--- config.mk ---
export PLATFORM = sky130hd
export DESIGN_NAME = layer_par_mac
export DESIGN_NICKNAME = d
export VERILOG_FILES = /design/src/rtl/layer_par_mac_pkg.sv /design/src/rtl/layer_par_mac_rom.sv /design/src/rtl/layer_par_mac.sv
export SDC_FILE = /design/constraint.sdc
export NUM_CORES = 2
export LEC_CHECK = 0
export ABC_AREA = 1
export BUFFER_PORTS_ARGS = -buffer_cell sky130_fd_sc_hd__buf_4
export CAP_MARGIN = 5
export CORE_MARGIN = 8
export CORE_UTILIZATION = 65
export DETAILED_ROUTE_END_ITERATION = 8
export PLACE_DENSITY_LB_ADDON = 0.2
export SLEW_MARGIN = 15
export SYNTH_ARGS = -nofsm -noshare
export SYNTH_HDL_FRONTEND = slang
export SYNTH_SLANG_ARGS = --single-unit
--- constraint.sdc ---
create_clock -name clk -period 20 [get_ports clk]
set_clock_uncertainty 0.05 [all_clocks]
set_input_delay 3 -clock clk [delete_from_list [all_inputs] [get_ports clk]]
set_output_delay 3 -clock clk [all_outputs]
set_load 0.005 [all_outputs]
--- src/rtl/layer_par_mac_pkg.sv ---
// Shared types and arithmetic helpers for the parallel fully-connected layer MAC.
package layer_par_mac_pkg;

  typedef enum logic [2:0] {
    IDLE,
    LOAD_B,
    MAC,
    DRAIN,
    WAIT_OUT
  } state_t;

  // Product width plus enough headroom for N products and the bias.
  function automatic int acc_width(input int t, input int n);
    return 2 * t + $clog2(n + 1);
  endfunction

  // Clamp to the signed t-bit range, then optionally apply ReLU.
  function automatic logic signed [127:0] sat_act(input logic signed [127:0] v,
                                                  input int t, input logic relu);
    logic signed [127:0] hi;
    logic signed [127:0] lo;
    logic signed [127:0] r;
    hi = (128'sd1 <<< (t - 1)) - 128'sd1;
    lo = -hi - 128'sd1;
    if (v > hi) r = hi;
    else if (v < lo) r = lo;
    else r = v;
    if (relu && (r < 0)) r = '0;
    return r;
  endfunction

endpackage

--- src/rtl/layer_par_mac_rom.sv ---
// Generated weight/bias ROM: W[i][j] = i-1, b[i] = 10*i; one-cycle registered read.
module layer_par_mac_rom
  import layer_par_mac_pkg::*;
#(
  parameter int M  = 16,
  parameter int N  = 12,
  parameter int T  = 20,
  parameter int P  = 2,
  parameter int RW = 5
) (
  input  logic            clk,
  input  logic [RW-1:0]   addr,
  output logic [P*T-1:0]  w_row,
  output logic [P*T-1:0]  bias
);

  logic [P*T-1:0] w_next;
  logic [P*T-1:0] b_next;

  // Address g*N+j selects group g; every lane row is g*P+p, independent of j.
  always_comb begin
    w_next = '0;
    b_next = '0;
    for (int p = 0; p < P; p++) begin
      w_next[p*T +: T] = T'((int'(addr) / N) * P + p - 1);
      b_next[p*T +: T] = T'(10 * ((int'(addr) / N) * P + p));
    end
  end

  always_ff @(posedge clk) begin
    w_row <= w_next;
    bias  <= b_next;
  end

endmodule

--- src/rtl/layer_par_mac.sv ---
// Matrix-vector layer: double-buffered input vector, P-lane MAC over row groups,
// saturating activation and a P-entry output bank drained one word at a time.
module layer_par_mac
  import layer_par_mac_pkg::*;
#(
  parameter int M    = 16,
  parameter int N    = 12,
  parameter int T    = 20,
  parameter int P    = 2,
  parameter int FRAC = 0,
  parameter int ACT  = 1
) (
  input  logic         clk,
  input  logic         reset,
  input  logic         s_valid,
  output logic         s_ready,
  input  logic [T-1:0] data_in,
  output logic         m_valid,
  input  logic         m_ready,
  output logic [T-1:0] data_out,
  output state_t       fsm_state
);

  localparam int G   = M / P;
  localparam int AW  = acc_width(T, N);
  localparam int XW  = (N > 1) ? $clog2(N) : 1;
  localparam int GW  = (G > 1) ? $clog2(G) : 1;
  localparam int RW  = (G * N > 1) ? $clog2(G * N) : 1;
  localparam int OW  = $clog2(P + 1);
  localparam int OIW = (P > 1) ? $clog2(P) : 1;

  // Handshake: a word moves on s_valid && s_ready, a result on m_valid && m_ready;
  // the source holds its word and valid stable until that cycle.

  logic signed [T-1:0]  xb [2][N];
  logic [1:0]           bank_full;
  logic                 wr_bank;
  logic [XW-1:0]        wr_idx;
  logic                 run;
  logic                 last_in;

  state_t               state;
  logic [GW-1:0]        g;
  logic [XW-1:0]        j;
  logic                 dcnt;
  logic                 rd_bank;
  logic                 rel;
  logic                 go;
  logic                 b1, v1, v2;
  logic signed [T-1:0]  x_q;
  logic signed [2*T-1:0] prod [P];
  logic signed [AW-1:0] acc [P];
  logic signed [T-1:0]  ob [P];
  logic signed [T-1:0]  res [P];
  logic [OW-1:0]        o_cnt;
  logic [OIW-1:0]       o_idx;
  logic [RW-1:0]        rom_addr;
  logic [P*T-1:0]       rom_w;
  logic [P*T-1:0]       rom_b;

  assign s_ready   = run && !bank_full[wr_bank];
  assign last_in   = s_valid && s_ready && (wr_idx == XW'(N - 1));
  assign rel       = (state == MAC) && (j == XW'(N - 1)) && (g == GW'(G - 1));
  // Start on the very edge that completes the bank to keep first-output latency at N+4.
  assign go        = bank_full[rd_bank] || (last_in && (wr_bank == rd_bank));
  assign m_valid   = (o_cnt != '0);
  assign data_out  = m_valid ? ob[o_idx] : '0;
  assign fsm_state = state;

  always_ff @(posedge clk) begin
    if (s_valid && s_ready) xb[wr_bank][wr_idx] <= data_in;
  end

  always_ff @(posedge clk or negedge reset) begin
    if (!reset) begin
      run       <= 1'b0;
      bank_full <= '0;
      wr_bank   <= 1'b0;
      wr_idx    <= '0;
    end else begin
      run <= 1'b1;
      if (rel) bank_full[rd_bank] <= 1'b0;
      if (s_valid && s_ready) begin
        if (wr_idx == XW'(N - 1)) begin
          bank_full[wr_bank] <= 1'b1;
          wr_bank            <= ~wr_bank;
          wr_idx             <= '0;
        end else begin
          wr_idx <= wr_idx + 1'b1;
        end
      end
    end
  end

  always_comb begin
    rom_addr = '0;
    if (state == LOAD_B || state == MAC) rom_addr = RW'(int'(g) * N + int'(j));
  end

  layer_par_mac_rom #(.M(M), .N(N), .T(T), .P(P), .RW(RW)) u_rom (
    .clk  (clk),
    .addr (rom_addr),
    .w_row(rom_w),
    .bias (rom_b)
  );

  always_comb begin
    for (int p = 0; p < P; p++)
      res[p] = T'(sat_act(128'(acc[p] >>> FRAC), T, ACT != 0));
  end

  always_ff @(posedge clk or negedge reset) begin
    if (!reset) begin
      state   <= IDLE;
      g       <= '0;
      j       <= '0;
      dcnt    <= 1'b0;
      rd_bank <= 1'b0;
      b1      <= 1'b0;
      v1      <= 1'b0;
      v2      <= 1'b0;
      x_q     <= '0;
      o_cnt   <= '0;
      o_idx   <= '0;
      for (int p = 0; p < P; p++) begin
        prod[p] <= '0;
        acc[p]  <= '0;
        ob[p]   <= '0;
      end
    end else begin
      // Pipeline: ROM/x read -> multiply -> accumulate; bias seeds acc first.
      b1  <= (state == LOAD_B);
      v1  <= (state == MAC);
      v2  <= v1;
      x_q <= xb[rd_bank][j];
      for (int p = 0; p < P; p++) begin
        if (v1) prod[p] <= $signed(rom_w[p*T +: T]) * x_q;
        if (b1) acc[p] <= AW'($signed(rom_b[p*T +: T]));
        else if (v2) acc[p] <= acc[p] + AW'(prod[p]);
      end

      if (m_valid && m_ready) begin
        o_cnt <= o_cnt - 1'b1;
        o_idx <= o_idx + 1'b1;
      end

      case (state)
        IDLE: begin
          if (go) begin
            g     <= '0;
            j     <= '0;
            state <= LOAD_B;
          end
        end
        LOAD_B: state <= MAC;
        MAC: begin
          if (j == XW'(N - 1)) begin
            dcnt  <= 1'b0;
            state <= DRAIN;
            if (g == GW'(G - 1)) rd_bank <= ~rd_bank;
          end else begin
            j <= j + 1'b1;
          end
        end
        DRAIN: begin
          if (dcnt) state <= WAIT_OUT;
          else dcnt <= 1'b1;
        end
        WAIT_OUT: begin
          if (o_cnt == '0) begin
            for (int p = 0; p < P; p++) ob[p] <= res[p];
            o_cnt <= OW'(P);
            o_idx <= '0;
            j     <= '0;
            if (g == GW'(G - 1)) begin
              g     <= '0;
              state <= IDLE;
            end else begin
              g     <= g + 1'b1;
              state <= LOAD_B;
            end
          end
        end
        default: state <= IDLE;
      endcase
    end
  end

endmodule

==> flow_summary.html <==
<table>
<tr><th>Metric</th><th>Value</th></tr>
<tr><th colspan="2">STA</th></tr>
<tr><td>Unrepaired setup endpoints after global routing</td><td>false</td></tr>
<tr><td>Highest clock rate</td><td>131 MHz</td></tr>
<tr><td>Relative max-transition margin</td><td>0.266</td></tr>
<tr><td>Period minus WS final</td><td>7650 ps</td></tr>
<tr><td>Count of final max-slew check failures</td><td>0</td></tr>
<tr><td>Transition time at the pin with the least slew margin</td><td>1100 ps</td></tr>
<tr><td>Period utilization</td><td>0.383</td></tr>
<tr><td>Setup total negative slack</td><td>0 ps</td></tr>
<tr><td>Setup Viol. Count Final</td><td>0</td></tr>
<tr><td>Final hold violation count</td><td>0</td></tr>
<tr><th colspan="2">Logic synthesis</th></tr>
<tr><td>Syn nets</td><td>6320</td></tr>
<tr><td>Number of synthesized flops with an enable pin</td><td>480</td></tr>
<tr><td>Dominant combinational cell family by area after synthesis</td><td>adder cells</td></tr>
<tr><td>Fraction of the mapped netlist area in compound gates</td><td>0.126</td></tr>
<tr><td>Mux cell area share after synthesis</td><td>0.000193</td></tr>
<tr><td>Count of distinct cell types in the synthesized netlist</td><td>60</td></tr>
<tr><td>Synthesized-area fraction occupied by and/or/nand/nor cells</td><td>0.140</td></tr>
<tr><td>Post-synthesis share of cell area spent on xor and xnor gates</td><td>0.0110</td></tr>
<tr><td>Number of instances in the synthesized netlist</td><td>5554</td></tr>
<tr><td>Post-synthesis cell area</td><td>51800 sq um</td></tr>
<tr><td>Share of synthesized area occupied by flip-flops and latches</td><td>0.408</td></tr>
<tr><td>Share of flip-flops with an asynchronous set or reset</td><td>0.334</td></tr>
<tr><td>Ys flop type</td><td>sky130_fd_sc_hd__edfxtp_1</td></tr>
<tr><td>Yosys warns</td><td>0</td></tr>
<tr><td>Avg Cell Area, Syn</td><td>9.33 sq um</td></tr>
<tr><td>Register bit count reported by yosys</td><td>754</td></tr>
<tr><td>Fraction of the mapped netlist area in adder cells</td><td>0.235</td></tr>
<tr><th colspan="2">Die</th></tr>
<tr><td>IO Pins</td><td>49</td></tr>
<tr><td>FP Rows</td><td>103</td></tr>
<tr><td>Initial Util</td><td>0.656</td></tr>
<tr><td>Die height</td><td>298 um</td></tr>
<tr><td>Core Region</td><td>79000 sq um</td></tr>
<tr><td>Die outline width</td><td>298 um</td></tr>
<tr><td>Die Area</td><td>89000 sq um</td></tr>
<tr><th colspan="2">Final layout</th></tr>
<tr><td>Highest-count cells in the layout ignoring fill and taps</td><td>sky130_fd_sc_hd__nand2_1, sky130_fd_sc_hd__inv_1, sky130_fd_sc_hd__o21ai_0, sky130_fd_sc_hd__edfxtp_1, sky130_fd_sc_hd__nor2_1</td></tr>
<tr><td>Sequential cell area</td><td>21200 sq um</td></tr>
<tr><td>Number of diodes added for antenna fixing</td><td>0</td></tr>
<tr><td>Final Net Count</td><td>6298</td></tr>
<tr><td>Share of post-route cells with drive strength above 1</td><td>0.0554</td></tr>
<tr><td>Multi-input gate area</td><td>26600 sq um</td></tr>
<tr><td>Post-layout instance count excluding filler cells</td><td>6647</td></tr>
<tr><td>Synth-to-layout area growth</td><td>7.71%</td></tr>
<tr><td>Layout Utilization</td><td>0.707</td></tr>
<tr><td>Fill cell count</td><td>5962</td></tr>
<tr><td>Most frequent standard cell in the layout excluding fill and tap cells</td><td>sky130_fd_sc_hd__nand2_1</td></tr>
<tr><th colspan="2">CTS</th></tr>
<tr><td>Setup Fix Bufs, Post-CTS</td><td>0</td></tr>
<tr><td>Maximum buffer depth of the clock tree</td><td>3</td></tr>
<tr><td>Number of buffers created by CTS</td><td>80</td></tr>
<tr><td>Register clock-pin slew on the reported worst setup and hold paths</td><td>60 ps</td></tr>
<tr><td>Quantity of gates resized following cts</td><td>0</td></tr>
<tr><td>Later-pin clock latency in the skew report</td><td>670 ps</td></tr>
<tr><td>Count of H-tree levels built during CTS</td><td>3</td></tr>
<tr><td>Root Buffer Master</td><td>sky130_fd_sc_hd__clkbuf_16</td></tr>
<tr><td>TritonCTS clock tree</td><td>yes</td></tr>
<tr><td>Hold_buf cts</td><td>0</td></tr>
<tr><td>CTS Sinks</td><td>754</td></tr>
<tr><th colspan="2">Drt</th></tr>
<tr><td>Via density per instance</td><td>5.90</td></tr>
<tr><td>Per-cell routed wire length</td><td>19.6 um</td></tr>
<tr><td>Total wire length after detailed routing</td><td>131000 um</td></tr>
<tr><td>Detailed router's first-iteration violation count</td><td>3585</td></tr>
<tr><td>DR vias</td><td>39200</td></tr>
<tr><td>Detail Route Antenna Nets</td><td>0</td></tr>
<tr><td>First-pass DRT Iterations</td><td>6</td></tr>
<tr><td>Post-route DRC violation count</td><td>0</td></tr>
<tr><th colspan="2">Worst hold path</th></tr>
<tr><td>Path class of the lowest-slack min-delay path</td><td>reg -&gt; reg</td></tr>
<tr><th colspan="2">Global route</th></tr>
<tr><td>Wire length of the first global-routing pass</td><td>208000 um</td></tr>
<tr><td>Met3 Usage GRT</td><td>0.0386</td></tr>
<tr><td>Maximum number of pins on one net before global-route repair</td><td>180</td></tr>
<tr><td>Fraction of met2 tracks used by global routing</td><td>0.477</td></tr>
<tr><td>Total track usage</td><td>0.290</td></tr>
<tr><td>Number of global-route vias before repair</td><td>39400</td></tr>
<tr><td>Number of antenna violations at the first check in global routing</td><td>0</td></tr>
<tr><td>Met1 Track Usage GR</td><td>0.399</td></tr>
<tr><td>Layer carrying the most global-route usage</td><td>met2</td></tr>
<tr><td>Overall overflow remaining after global route</td><td>0</td></tr>
<tr><th colspan="2">Placed design</th></tr>
<tr><td>RD Place Congestion</td><td>0.942</td></tr>
<tr><td>Placed wire-length estimate</td><td>95300 um</td></tr>
<tr><td>I/O Buffers</td><td>48</td></tr>
<tr><td>Inst Count DP</td><td>6500</td></tr>
<tr><th colspan="2">Setup path</th></tr>
<tr><td>Kind of start point of the critical path</td><td>flop</td></tr>
<tr><td>Data required, critical path</td><td>20460 ps</td></tr>
<tr><td>Crit path DAT</td><td>8110 ps</td></tr>
<tr><td>Startpoint-to-endpoint class of the critical path</td><td>reg -&gt; reg</td></tr>
<tr><td>Critical Path Fanout Max</td><td>21</td></tr>
<tr><td>Critical Path Sink Type</td><td>flop</td></tr>
<tr><th colspan="2">Job</th></tr>
<tr><td>Max-cap violation count</td><td>0</td></tr>
<tr><th colspan="2">Status</th></tr>
<tr><td>Status</td><td>finished clean</td></tr>
</table>
[cell families (layout without fill, tap and decap cells)]
family,after synthesis,in the layout
XOR/XNOR,65,65
other,1,1
buffers and inverters,1093,1136
AO/OA/AOI/OAI,1142,1142
adder cells (fa/ha/maj),742,742
AND/OR/NAND/NOR,1756,1756
multiplexers,1,1
flip-flops,754,754
[worst max-delay path, stage by stage (launching register included)]
cell and delay, ps:
sky130_fd_sc_hd__dfxtp_1 860, sky130_fd_sc_hd__nand2_1 270, sky130_fd_sc_hd__inv_1 270, sky130_fd_sc_hd__fa_1 440
sky130_fd_sc_hd__inv_1 110, sky130_fd_sc_hd__fa_1 510, sky130_fd_sc_hd__inv_1 80, sky130_fd_sc_hd__fa_1 1100
sky130_fd_sc_hd__inv_1 150, sky130_fd_sc_hd__fa_1 550, sky130_fd_sc_hd__fa_1 440, sky130_fd_sc_hd__fa_1 550
sky130_fd_sc_hd__inv_1 50, sky130_fd_sc_hd__fa_1 490, sky130_fd_sc_hd__ha_1 380, sky130_fd_sc_hd__a21o_1 210
sky130_fd_sc_hd__a21oi_1 110, sky130_fd_sc_hd__o221ai_1 170, sky130_fd_sc_hd__nor2_1 140, sky130_fd_sc_hd__nand3_1 110
sky130_fd_sc_hd__a21boi_0 210, sky130_fd_sc_hd__nor2_1 60, sky130_fd_sc_hd__o21ai_0 170, sky130_fd_sc_hd__nand2_1 60
[cells in the mapped netlist (5+ instances only)]
library cell | n | share of area
sky130_fd_sc_hd__nor4_1 | 23 | 0.0028
sky130_fd_sc_hd__nand2_2 | 8 | 0.00097
sky130_fd_sc_hd__o21ai_1 | 25 | 0.0024
sky130_fd_sc_hd__o221ai_1 | 79 | 0.013
sky130_fd_sc_hd__nor3_1 | 27 | 0.0026
sky130_fd_sc_hd__nor2_4 | 6 | 0.0013
sky130_fd_sc_hd__buf_1 | 8 | 0.00058
sky130_fd_sc_hd__a21o_1 | 20 | 0.0029
sky130_fd_sc_hd__o211ai_1 | 60 | 0.0087
sky130_fd_sc_hd__nand3_1 | 147 | 0.014
sky130_fd_sc_hd__o21bai_1 | 23 | 0.0033
sky130_fd_sc_hd__xor2_1 | 37 | 0.0063
sky130_fd_sc_hd__o21a_1 | 7 | 0.0010
sky130_fd_sc_hd__ha_1 | 359 | 0.087
sky130_fd_sc_hd__a21oi_1 | 276 | 0.027
sky130_fd_sc_hd__a31oi_1 | 38 | 0.0046
sky130_fd_sc_hd__fa_1 | 383 | 0.15
sky130_fd_sc_hd__clkinv_1 | 6 | 0.00043
sky130_fd_sc_hd__inv_2 | 10 | 0.00072
sky130_fd_sc_hd__buf_2 | 14 | 0.0014
sky130_fd_sc_hd__inv_1 | 878 | 0.064
sky130_fd_sc_hd__nand4_1 | 35 | 0.0042
sky130_fd_sc_hd__edfxtp_1 | 480 | 0.28
sky130_fd_sc_hd__nor2_1 | 503 | 0.036
sky130_fd_sc_hd__dfrtp_1 | 252 | 0.12
sky130_fd_sc_hd__nand2_1 | 947 | 0.069
sky130_fd_sc_hd__nand3_2 | 6 | 0.0012
sky130_fd_sc_hd__dfxtp_1 | 22 | 0.0085
sky130_fd_sc_hd__or2_2 | 21 | 0.0025
sky130_fd_sc_hd__nand2_4 | 5 | 0.0011
sky130_fd_sc_hd__o31ai_1 | 8 | 0.0012
sky130_fd_sc_hd__clkbuf_1 | 177 | 0.013
sky130_fd_sc_hd__o21ai_0 | 503 | 0.049
sky130_fd_sc_hd__a21boi_0 | 6 | 0.00087
sky130_fd_sc_hd__xnor2_1 | 28 | 0.0047
sky130_fd_sc_hd__o22ai_1 | 76 | 0.0092
sky130_fd_sc_hd__and3_1 | 8 | 0.00097
[layout make-up]
cell class                      instances  area share
Sequential cell                       754       0.379
Clock buffer                          103      0.0383
Tap cell                             1050      0.0235
Inverter                              894      0.0602
Timing Repair Buffer                   95      0.0131
Clock inverter                         44     0.00843
Multi-Input combinational cell       3707       0.477
[stage by stage]
step | setup WS, ps | hold WS [ps] | area [sq um]
after floorplan | 13170 | 322 | 51800
after global placement | 12380 | 390 | 53200
after detailed placement | 12360 | 399 | 53200
after CTS | 12350 | 413 | 55800
after global routing | 11720 | 422 | 55800
final | 12350 | 408 | 55800
[worst paths after layout]
kind / start / to / slack [ps] / depth (start not counted)
min in group asynchronous: reset / acc[83] / 2390 / 1
max: u_rom.w_row[19] / prod[79] / 12350 / 23
min reg2reg: u_rom.bias[25] / acc[5] / 410 / 2
min: u_rom.bias[25] / acc[5] / 410 / 2
max in group asynchronous: reset / prod[24] / 15200 / 3
max reg2reg: u_rom.w_row[19] / prod[79] / 12350 / 23
[metal layers]
layer | vias to the layer above | wire, um
li1 | 18400 | -
met1 | 19100 | 55400
met2 | 1473 | 61700
met3 | 268 | 9080
met4 | 0 | 4290
met5 | - | 0
[flip-flops by register name, indices dropped and copies added, names as in the netlist, 2 cells and up]
signal / flops
g: 3
fsm_state: 3
prod: 79
acc: 87
wr_idx: 4
o_cnt: 2
bank_full: 2
ob: 40
u_rom.bias: 13
x_q: 20
xb: 480
u_rom.w_row: 9
j: 4
Power is not shown: default switching activity piles up to over one toggle a cycle in this logic, so the estimate is an artifact.
